### src/rtl/fb_rect_fill.sv
// Rectangle fill engine: clamps a fill command to the 640x480 frame and streams
// one colour write per covered pixel into the frame buffer write port.
module fb_rect_fill #(
  parameter int H_RES  = 640,
  parameter int V_RES  = 480,
  parameter int ADDR_W = 19,
  parameter int DATA_W = 12
) (
  input  logic              CLK100MHZ,
  input  logic              rst,
  input  logic              cmd_valid,
  output logic              cmd_ready,
  input  logic [9:0]        cmd_x0,
  input  logic [8:0]        cmd_y0,
  input  logic [9:0]        cmd_x1,
  input  logic [8:0]        cmd_y1,
  input  logic [DATA_W-1:0] cmd_color,
  output logic              fb_we,
  output logic [ADDR_W-1:0] fb_waddr,
  output logic [DATA_W-1:0] fb_wdata,
  input  logic              fb_wready,
  output logic              busy,
  output logic              done
);

  localparam logic [9:0]        X_MAX    = 10'(H_RES - 1);
  localparam logic [8:0]        Y_MAX    = 9'(V_RES - 1);
  localparam logic [ADDR_W-1:0] ROW_STEP = ADDR_W'(H_RES);

  typedef enum logic [1:0] {IDLE, SETUP, FILL, DONE} state_t;

  state_t state, next_state;

  logic [9:0]        x0_q, x1_q, col;
  logic [8:0]        y0_q, y1_q, row;
  logic [DATA_W-1:0] color_q;
  logic [ADDR_W-1:0] row_base;

  logic [9:0]        x0_c, x1_c;
  logic [8:0]        y0_c, y1_c;
  logic [ADDR_W-1:0] y0_wide, setup_base;
  logic              empty;
  logic              accept, wr_done, col_last, row_last;

  always_ff @(posedge CLK100MHZ) begin
    if (!rst) state <= IDLE;
    else      state <= next_state;
  end

  always_comb begin
    next_state = state;
    case (state)
      IDLE:    if (accept) next_state = SETUP;
      SETUP:   next_state = empty ? DONE : FILL;
      FILL:    if (wr_done && col_last && row_last) next_state = DONE;
      DONE:    next_state = IDLE;
      default: next_state = IDLE;
    endcase
  end

  always_comb begin
    cmd_ready = (state == IDLE);
    accept    = cmd_valid && cmd_ready;
    wr_done   = fb_we && fb_wready;
    col_last  = (col >= x1_q);
    row_last  = (row >= y1_q);
  end

  // Clamp to the visible frame; row_base = 640*y0 built from shifts (512 + 128).
  always_comb begin
    x0_c       = (x0_q > X_MAX) ? X_MAX : x0_q;
    x1_c       = (x1_q > X_MAX) ? X_MAX : x1_q;
    y0_c       = (y0_q > Y_MAX) ? Y_MAX : y0_q;
    y1_c       = (y1_q > Y_MAX) ? Y_MAX : y1_q;
    empty      = (x0_c > x1_c) || (y0_c > y1_c);
    y0_wide    = ADDR_W'(y0_c);
    setup_base = (y0_wide << 9) + (y0_wide << 7);
  end

  // The first FILL cycle only loads the write registers; afterwards each
  // accepted write loads the next pixel so throughput stays one per cycle.
  always_ff @(posedge CLK100MHZ) begin
    if (!rst) begin
      x0_q     <= '0;
      x1_q     <= '0;
      y0_q     <= '0;
      y1_q     <= '0;
      col      <= '0;
      row      <= '0;
      color_q  <= '0;
      row_base <= '0;
      fb_we    <= 1'b0;
      fb_waddr <= '0;
      fb_wdata <= '0;
      busy     <= 1'b0;
      done     <= 1'b0;
    end else begin
      done <= (state == DONE);
      case (state)
        IDLE: begin
          if (accept) begin
            x0_q    <= cmd_x0;
            x1_q    <= cmd_x1;
            y0_q    <= cmd_y0;
            y1_q    <= cmd_y1;
            color_q <= cmd_color;
            busy    <= 1'b1;
          end
        end
        SETUP: begin
          x0_q     <= x0_c;
          x1_q     <= x1_c;
          y0_q     <= y0_c;
          y1_q     <= y1_c;
          col      <= x0_c;
          row      <= y0_c;
          row_base <= setup_base;
        end
        FILL: begin
          if (!fb_we) begin
            fb_we    <= 1'b1;
            fb_waddr <= row_base + ADDR_W'(col);
            fb_wdata <= color_q;
          end else if (wr_done) begin
            if (!col_last) begin
              col      <= col + 10'd1;
              fb_waddr <= fb_waddr + ADDR_W'(1);
            end else if (!row_last) begin
              col      <= x0_q;
              row      <= row + 9'd1;
              row_base <= row_base + ROW_STEP;
              fb_waddr <= row_base + ROW_STEP + ADDR_W'(x0_q);
            end else begin
              fb_we <= 1'b0;
            end
          end
        end
        DONE: busy <= 1'b0;
        default: ;
      endcase
    end
  end

endmodule

### config.mk
export PLATFORM = sky130hd
export DESIGN_NAME = fb_rect_fill
export DESIGN_NICKNAME = d
export VERILOG_FILES = /design/src/rtl/fb_rect_fill.sv
export SDC_FILE = /design/constraint.sdc
export NUM_CORES = 1
export LEC_CHECK = 0
export CAP_MARGIN = 15
export CORE_MARGIN = 2
export CORE_UTILIZATION = 57
export DETAILED_ROUTE_END_ITERATION = 16
export HOLD_SLACK_MARGIN = 0.06
export PLACE_DENSITY = 0.81
export SKIP_CTS_REPAIR_TIMING = 1
export SLEW_MARGIN = 30
export SYNTH_ARGS = -nofsm -noshare
export SYNTH_HDL_FRONTEND = slang
export SYNTH_SLANG_ARGS = --single-unit
### constraint.sdc
create_clock -name CLK100MHZ -period 3.6 [get_ports CLK100MHZ]
set_input_delay 0.36 -clock CLK100MHZ [delete_from_list [all_inputs] [get_ports CLK100MHZ]]
set_output_delay 0.36 -clock CLK100MHZ [all_outputs]
set_load 0.005 [all_outputs]
Yosys cells after proc, flatten, opt, wreduce, memory -nomap -nowiden
Index checks and enable logic that the tools add are counted.

Bits in registers: 124. Input bits: 54. Output and inout port bits: 35. Word-level logic and storage cells: 100.

Add/subtract/negate cells: 7. Magnitude comparators: 8. Equal/unequal tests: 12. Multiplexer cells: 41. Bitwise gates (word level): 1. Reduce and logical (&&, ||, !) cells: 17.

Operator list (count): two-way mux 19 bit (8); two-way mux 10 bit (8); two-way mux 9 bit (8); case mux 10 bit (2 select lines) (3); case mux 9 bit (2 select lines) (3); adder 19 x 10 -> 19 bit (2); case mux 19 bit (2 select lines) (1); greater-than comparator 10 bit, second input constant (2); adder 18 x 16 -> 19 bit (1); adder 19 x 1 -> 19 bit, second input constant (1); adder 19 x 10 -> 19 bit, second input constant (1); greater-than comparator 9 bit, second input constant (2); adder 10 x 1 -> 10 bit, second input constant (1); greater-or-equal comparator 10 bit (1); greater-than comparator 10 bit (1); inequality test 2 bit, second input constant (5); AND reduction 2 bit (5); adder 9 x 1 -> 9 bit, second input constant (1); greater-or-equal comparator 9 bit (1); greater-than comparator 9 bit (1); case mux 2 bit (4 select lines) (1); two-way mux 1 bit (6); inequality test 3 bit, second input constant (2); nonzero test 2 bit (3); other kinds (12) (18).

Longest topological paths before layout
Gate-level depths: netlist of run 1.

Depth in word-level cells: 6. Gate-level depth with buffers: 13. Depth with buffers taken out: 12.

Worst setup path before layout of run 1
OpenSTA, ideal clock, no wires.

Path kind: register -> register. Start point: register y0_q[7]. End point: register row_base[15]. Setup time: 120 ps. Arrival time: 2436 ps. Required time: 3480 ps. Slack: 1045 ps. Cell stages (with the launch flop): 13. Path buffers: 0. Period minus slack after synthesis: 2555 ps. Path through: dfxtp_1 > nand4_1 > nor2b_1 > inv_1 > ha_1 > fa_1 > a21o_1 > a21oi_1 > o21bai_1 > a21oi_1 > xor2_1 > nor2_1 > o31a_1.

Longest elaborated chain between the ends: 4.

Ends and longest elaborated chain: from (decl) (line 35) `logic [8:0] y0_q, y1_q, row;`; from (signal assigned) (line 104) `y0_q <= cmd_y0;`; from (signal assigned) (line 113) `y0_q <= y0_c;`; greater-than comparator 9 bit (line 73) `y0_c = (y0_q > Y_MAX) ? Y_MAX : y0_q;`; two-way mux 9 bit * (line 73); adder 18 x 16 -> 19 bit * (line 77) `setup_base = (y0_wide << 9) + (y0_wide << 7);`; case mux 19 bit (2 select lines) * (line 99) `case (state)`; to (signal assigned) (line 117) `row_base <= setup_base;`; to (signal assigned) (line 131) `row_base <= row_base + ROW_STEP;`; to (decl) (line 37) `logic [ADDR_W-1:0] row_base;`.

Mark *: on every way between the ends. The rest lies on a longest branch, timed or not. A chain may end at the register's enable or synchronous reset.

Worst setup path in the final report of run 1
Same ends and word-level chain as after synthesis.

==> results of run 1 <==
-- report_power, final --
part | internal [mW] | switching, mW | leakage [nW]
logic | 1.83 | 2.70 | 2.23
registers | 1.70 | 0.548 | 0.956
clock network | 1.11 | 0.614 | 0.288
total | 4.65 | 3.86 | 3.47
-- registers in the layout, indices dropped and copies added (netlist names), 2 cells and up --
signal / count
col: 10
state: 2
y1_q: 9
fb_waddr: 19
x0_q: 10
fb_wdata: 12
row_base: 12
row: 9
x1_q: 10
color_q: 12
y0_q: 9
-- routing by layer --
layer | global-route usage (%) | vias to the layer above | part of all wire (%)
met5 | 0 | - | 0
met4 | 14.4 | 0 | 3.4
met3 | 7.14 | 65 | 6.1
met2 | 51.0 | 295 | 48
met1 | 38.5 | 3488 | 42
li1 | - | 3549 | -
-- cell type report --
type	count	area [sq um]	area share [%]
Clock buffer	21	460	5.05
Clock inverter	10	130	1.43
Inverter	37	139	1.52
Multi-Input combinational cell	731	4820	52.8
Sequential cell	117	2340	25.7
Tap cell	176	220	2.41
Timing Repair Buffer	105	1010	11.1
-- final timing paths --
| path | start | endpoint | cells past startpoint |
|---|---|---|---|
| setup / recovery | y0_q[7] | row_base[15] | 12 |
| hold reg to reg | color_q[4] | fb_wdata[4] | 2 |
| setup reg to reg | y0_q[7] | row_base[15] | 12 |
| hold / removal | color_q[4] | fb_wdata[4] | 2 |
-- synth_stat cells, types with 4 or more instances --
cell	number	area, sq um
xnor2_1	37	324
ha_1	59	738
o21ai_0	25	125
nand2b_1	18	113
o211ai_1	16	120
a21oi_1	85	425
nor2_1	71	267
o22a_1	4	35.0
o21a_1	8	60.1
o221a_2	25	282
a31oi_1	11	68.8
or3_1	5	31.3
a311oi_1	11	96.3
o31a_1	4	35.0
clkbuf_1	41	154
buf_2	8	40.0
xor2_1	18	158
nor2b_1	8	50.1
dfxtp_1	117	2340
inv_1	36	135
and2_1	5	31.3
nand3_1	27	135
a211oi_1	8	60.1
nor4_1	8	50.1
nor3_1	26	130
o31ai_1	5	37.5
a21o_1	12	90.1
and3_1	8	50.1
nand2_1	138	518
nand4_1	14	87.6
o221ai_1	4	35.0
mux2_2	4	45.0
a22oi_1	4	30.0
-- critical path: cells and delay by family (launching register included) --
kind,cells,cell delay [ps]
flip-flops,1,400
AO/OA/AOI/OAI,5,950
AND/OR/NAND/NOR,3,600
adder cells (fa/ha/maj),2,620
buffers and inverters,1,80
XOR/XNOR,1,160
-- per-stage QoR --
step                      instance area, sq um  setup slack, ps  utilization, %
after global placement                    8530              893            65.2
after global routing                      9120              495            69.7
final                                     9120              683            69.7
after floorplan                           7550             1040               -
after detailed placement                  8530              703            65.2
after CTS                                 9120              691            69.7
-- cells by family (layout without fill, tap and decap cells) --
family | count (synthesis) | after routing | synth area share [%]
adders and majority gates | 60 | 60 | 10.0
buffers and inverters | 94 | 173 | 5.20
muxes | 7 | 7 | 0.994
xor gates and xnor gates | 55 | 55 | 6.38
AOI/OAI and AO/OA | 262 | 262 | 24.9
DFF | 117 | 117 | 31.0
and+or+nand+nor | 347 | 347 | 21.5
-- layout by cell type (no fill, tap or decap), drive strengths merged, types with 5 or more instances in the layout --
| cell type | n |
|---|---|
| a211oi | 8 |
| a21o | 12 |
| a21oi | 87 |
| a311oi | 11 |
| a31oi | 11 |
| and2 | 7 |
| and3 | 8 |
| buf | 17 |
| clkbuf | 21 |
| clkdlybuf4s50 | 88 |
| clkinv | 5 |
| dfxtp | 117 |
| ha | 59 |
| inv | 37 |
| nand2 | 138 |
| nand2b | 18 |
| nand3 | 27 |
| nand4 | 15 |
| nor2 | 72 |
| nor2b | 8 |
| nor3 | 28 |
| nor4 | 9 |
| o211ai | 16 |
| o21a | 8 |
| o21ai | 30 |
| o221a | 25 |
| o31ai | 7 |
| or3 | 5 |
| xnor2 | 37 |
| xor2 | 18 |
==> results.md, run 1 <==
- Synth Flop Type: dfxtp_1
- Slew Limit Fails: 0
- Worst reg-to-reg setup slack: 680 ps
- DIE AREA: 14,200 sq um
- Synthesized area per cell: ~8 sq um
- Share of layout cells above drive strength 1: 9.30%
- CTS Buffer Depth: 2
- Initial Utilization: 57.7%
- Largest net degree at the start of global routing: 43
- Max Clock Skew: roughly 5.3 ps
- Synth warn: 0
- Cells after synthesis: 942
- RSZ-0062 raised after global routing: false
- Startpoint types: register
- Yosys reg bits: 117
- Crit-path max FO: 8
- Diode count: 0
- CP max stage delay: 400 ps
- Seq/Total Area, Yosys: 31.0%
- Distinct cells, synth: 74
- Initial drt markers: 896
- Setup tns final: 0 ps
- TritonCTS Buffers: 17
- Cell breakdown of the critical path: nand4_1, nor2b_1, inv_1, ha_1, fa_1, a21o_1, a21oi_1, o21bai_1, a21oi_1, xor2_1, nor2_1, o31a_1
- Placeable core area: roughly 13,000 sq um
- Pwr per Cell Area: 933 nW/um^2
- Crit. End Element: register
- H-tree depth: 4
- HP Class: register to register
- Initial antenna violation count: 0
- Via density: 6.18
- Clk pin slew, worst setup/hold paths: 60 ps
- HPWL after DPL: ~15,000 um
- Avg WL per Cell: 17.6 um
- Max Cap Violations: 0
- Drt first pass iters: 6
- CTS tree: yes
- WL final: roughly 21,000 um
- Synth Cell Area: 7550 sq um
- Row count: 42
- Worst Max-Slew Pin Slew: 792 ps
- Gpl congestion: 0.935
- Port Buf Inserts: 88
- DRC viols: 0
- Cell mode on critical path: a21oi_1
- Number of global-route vias before repair: 7,202
- Area growth syn-to-layout: 20.8%
- Final Non-Filler Cells: roughly 1,200
- Run status: finished clean
- Crit Path Category: register to register
- Final setup vio count: 0
- Clk_lat worst skew: 430 ps
- Synth async-reset ratio: 0%
- Hold Vio Cnt, Final: 0
- ANT nets after route: 0
- Final #Nets: 1,123
- DP Cell Count: 1,166
- Power, Total: 8.51 mW
- Filler Cells Inserted: between 1,000 and 1,500
- Leakage power: between 3 and 4 nW
- Grt total ovfl: 0
- Critical path's slowest cell: dfxtp_1
- Final period util: 81.0%
- Peak supply drop: around 560 uV
- Via count: about 7,400
- GRT Total Usage: a little under a third
- Worst Path Arrival: 3240 ps
- Post-synth EDFFs: 0
- Final Critical Period: about 3000 ps
- Req. time, crit path: 3920 ps
- Rel. slew slack: 47.0%
- Clock sink total: 117
- Clock Tree Root: clkbuf_16
- DIE HEIGHT: 119 um
- First-pass GRT wire length: between 30,000 and 40,000 um
- I/O pin cnt: 89
- Syn nets: 1,056
- Die width: 119 um
- Top achievable clock speed: around 340 MHz
- WHS: 447 ps
(Power assumes the default switching activity.)
==> inputs of run 2 (changes only) <==
- CORE_UTILIZATION: 57 -> 52
- PLACE_DENSITY: 0.81 -> 0.78
- clock period: 3.6 -> 2.4 ns (I/O delays scaled with it)
==> results.md, run 2 (synthesis gave the netlist of run 1 again) <==
- Diode count: 0
- Run status: finished, violations left
- RSZ-0062 raised after global routing: true
- Crit. End Element: register
- Met3 Wirelength: 1670 um
- Req. time, crit path: 2710 ps
- Row count: 44
- Crit Path Category: register to register
- Worst Max-Slew Pin Slew: 767 ps
- Cells on worst reg2reg path: 11
- Slew Limit Fails: 0
- DIE AREA: 15,500 sq um
- Avg WL per Cell: around 19 um
- Clock sink total: 117
- Most frequent cells in the layout: nand2_1 (136), buf_4 (121), dfxtp_1 (98), clkdlybuf4s50_1 (88), a21oi_1 (81)
- Max Clock Skew: 8.86 ps
- Largest net degree at the start of global routing: 53
- Setup ws final: -167 ps
- Final Non-Filler Cells: 1,329
- Crit-path max FO: 7
- ANT nets after route: 0
- Max reg flops: 19
- DR top layer: met4
- Failing checks: setup timing
- Initial drt markers: between 800 and 900
- Leakage power: 4.26 nW
- I/O pin cnt: 89
- Met1 Wirelength: 10,300 um
- CTS Buffer Depth: 2
- Clock Tree Root: clkbuf_16
- Final #Nets: 1,246
- Die width: around 120 um
- Share of layout cells above drive strength 1: between 20 and 30%
- Via count: between 8,000 and 9,000
- HP Class: input pin to register
- Grt total ovfl: 0
- Port Buf Inserts: 88
- Clk pin slew, worst setup/hold paths: 60 ps
- Area growth syn-to-layout: 43.2%
- Max Cap Violations: 0
- Gpl congestion: 0.944
- Clk_lat worst skew: about 430 ps
- Final period util: 107%
- Initial antenna violation count: 0
- Top achievable clock speed: 390 MHz
- Drt first pass iters: 5
- HPWL after DPL: 16,000 um
- DP Cell Count: roughly 1,300
- Largest Register: fb_waddr
- CTS tree: yes
- Met2 routed WL: 12,100 um
- Depth of the worst hold-timing path: 3
- First-pass GRT wire length: ~37,000 um
- DRC viols: 0
- Startpoint types: register
- Rel. slew slack: 48.7%
- DIE HEIGHT: around 120 um
- Number of global-route vias before repair: 7,525
- Via density: 6.17
- Commonest non-fill, non-tap cell in the layout: nand2_1
- TritonCTS Buffers: 17
- Worst Path Arrival: about 2900 ps
- GRT Total Usage: 28.7%
- Peak supply drop: roughly 860 uV
- WHS: 356 ps
- Final setup vio count: 15
- Final Critical Period: ~2600 ps
- WL final: 25,200 um
- Initial Utilization: 52.6%
- Placeable core area: between 10,000 and 15,000 sq um
- Pwr per Cell Area: 1540 nW/um^2
- H-tree depth: 4
- Hold Vio Cnt, Final: 0
run 2: layer usage:
metal  global-route usage [%]  vias up
met1                     36.5     3860
met5                        0        -
met4                     11.6        0
met2                     47.4      427
li1                         -     3805
met3                     5.97      113
run 2: area by class of cell:
class | instances | area [sq um]
well taps | 184 | 230
fillers | 964 | 3550
clock buffers | 20 | 457
multi-input cells | 731 | 5330
inverters | 37 | 141
repair buffers | 228 | 2080
flip-flops and latches | 117 | 2370
clock inverters | 12 | 200
run 2: stage by stage:
stage	util (%)	TNS, ps	power, mW	setup slack, ps	cell area [sq um]
after floorplan	-	0	8.19	1.84	7570
after global placement	64.5	-108	10.9	-30.4	9270
after detailed placement	64.5	-363	11.1	-75.4	9270
after CTS	69.1	-3070	14.0	-150	9930
after global routing	75.3	-2840	17.6	-257	10800
final	75.3	-617	16.7	-167	10800
run 2: report_power, final:
part | total, mW | leakage (nW) | switching (mW) | internal (mW)
Sequential | 3.26 | 0.964 | 0.666 | 2.59
Combinational | 10.6 | 2.98 | 5.56 | 5.02
Clock | 2.86 | 0.313 | 0.965 | 1.90
Total | 16.7 | 4.26 | 7.19 | 9.50
run 2: worst paths after layout:
check,slack (ps),start,endpoint
max reg2reg,-170,x1_q[8],row_base[9]
max,-170,x1_q[8],row_base[9]
min reg2reg,450,color_q[8],fb_wdata[8]
min,360,cmd_color[10],color_q[10]
run 2: critical path, stage by stage (launching register included):
cell and delay [ps]:
dfxtp_1 390, inv_1 130, ha_2 240, a2111oi_4 360
o21ai_2 120, o21ai_2 130, nor2_4 110, buf_12 150
a31oi_4 230, buf_6 180, nand2_1 70, a31oi_1 330
==> inputs of run 3 (changes only) <==
- CTS_CLUSTER_SIZE: not set -> 30
==> results of run 3 <==
The final DEF is identical to that of run 2; final timing and power are the same.
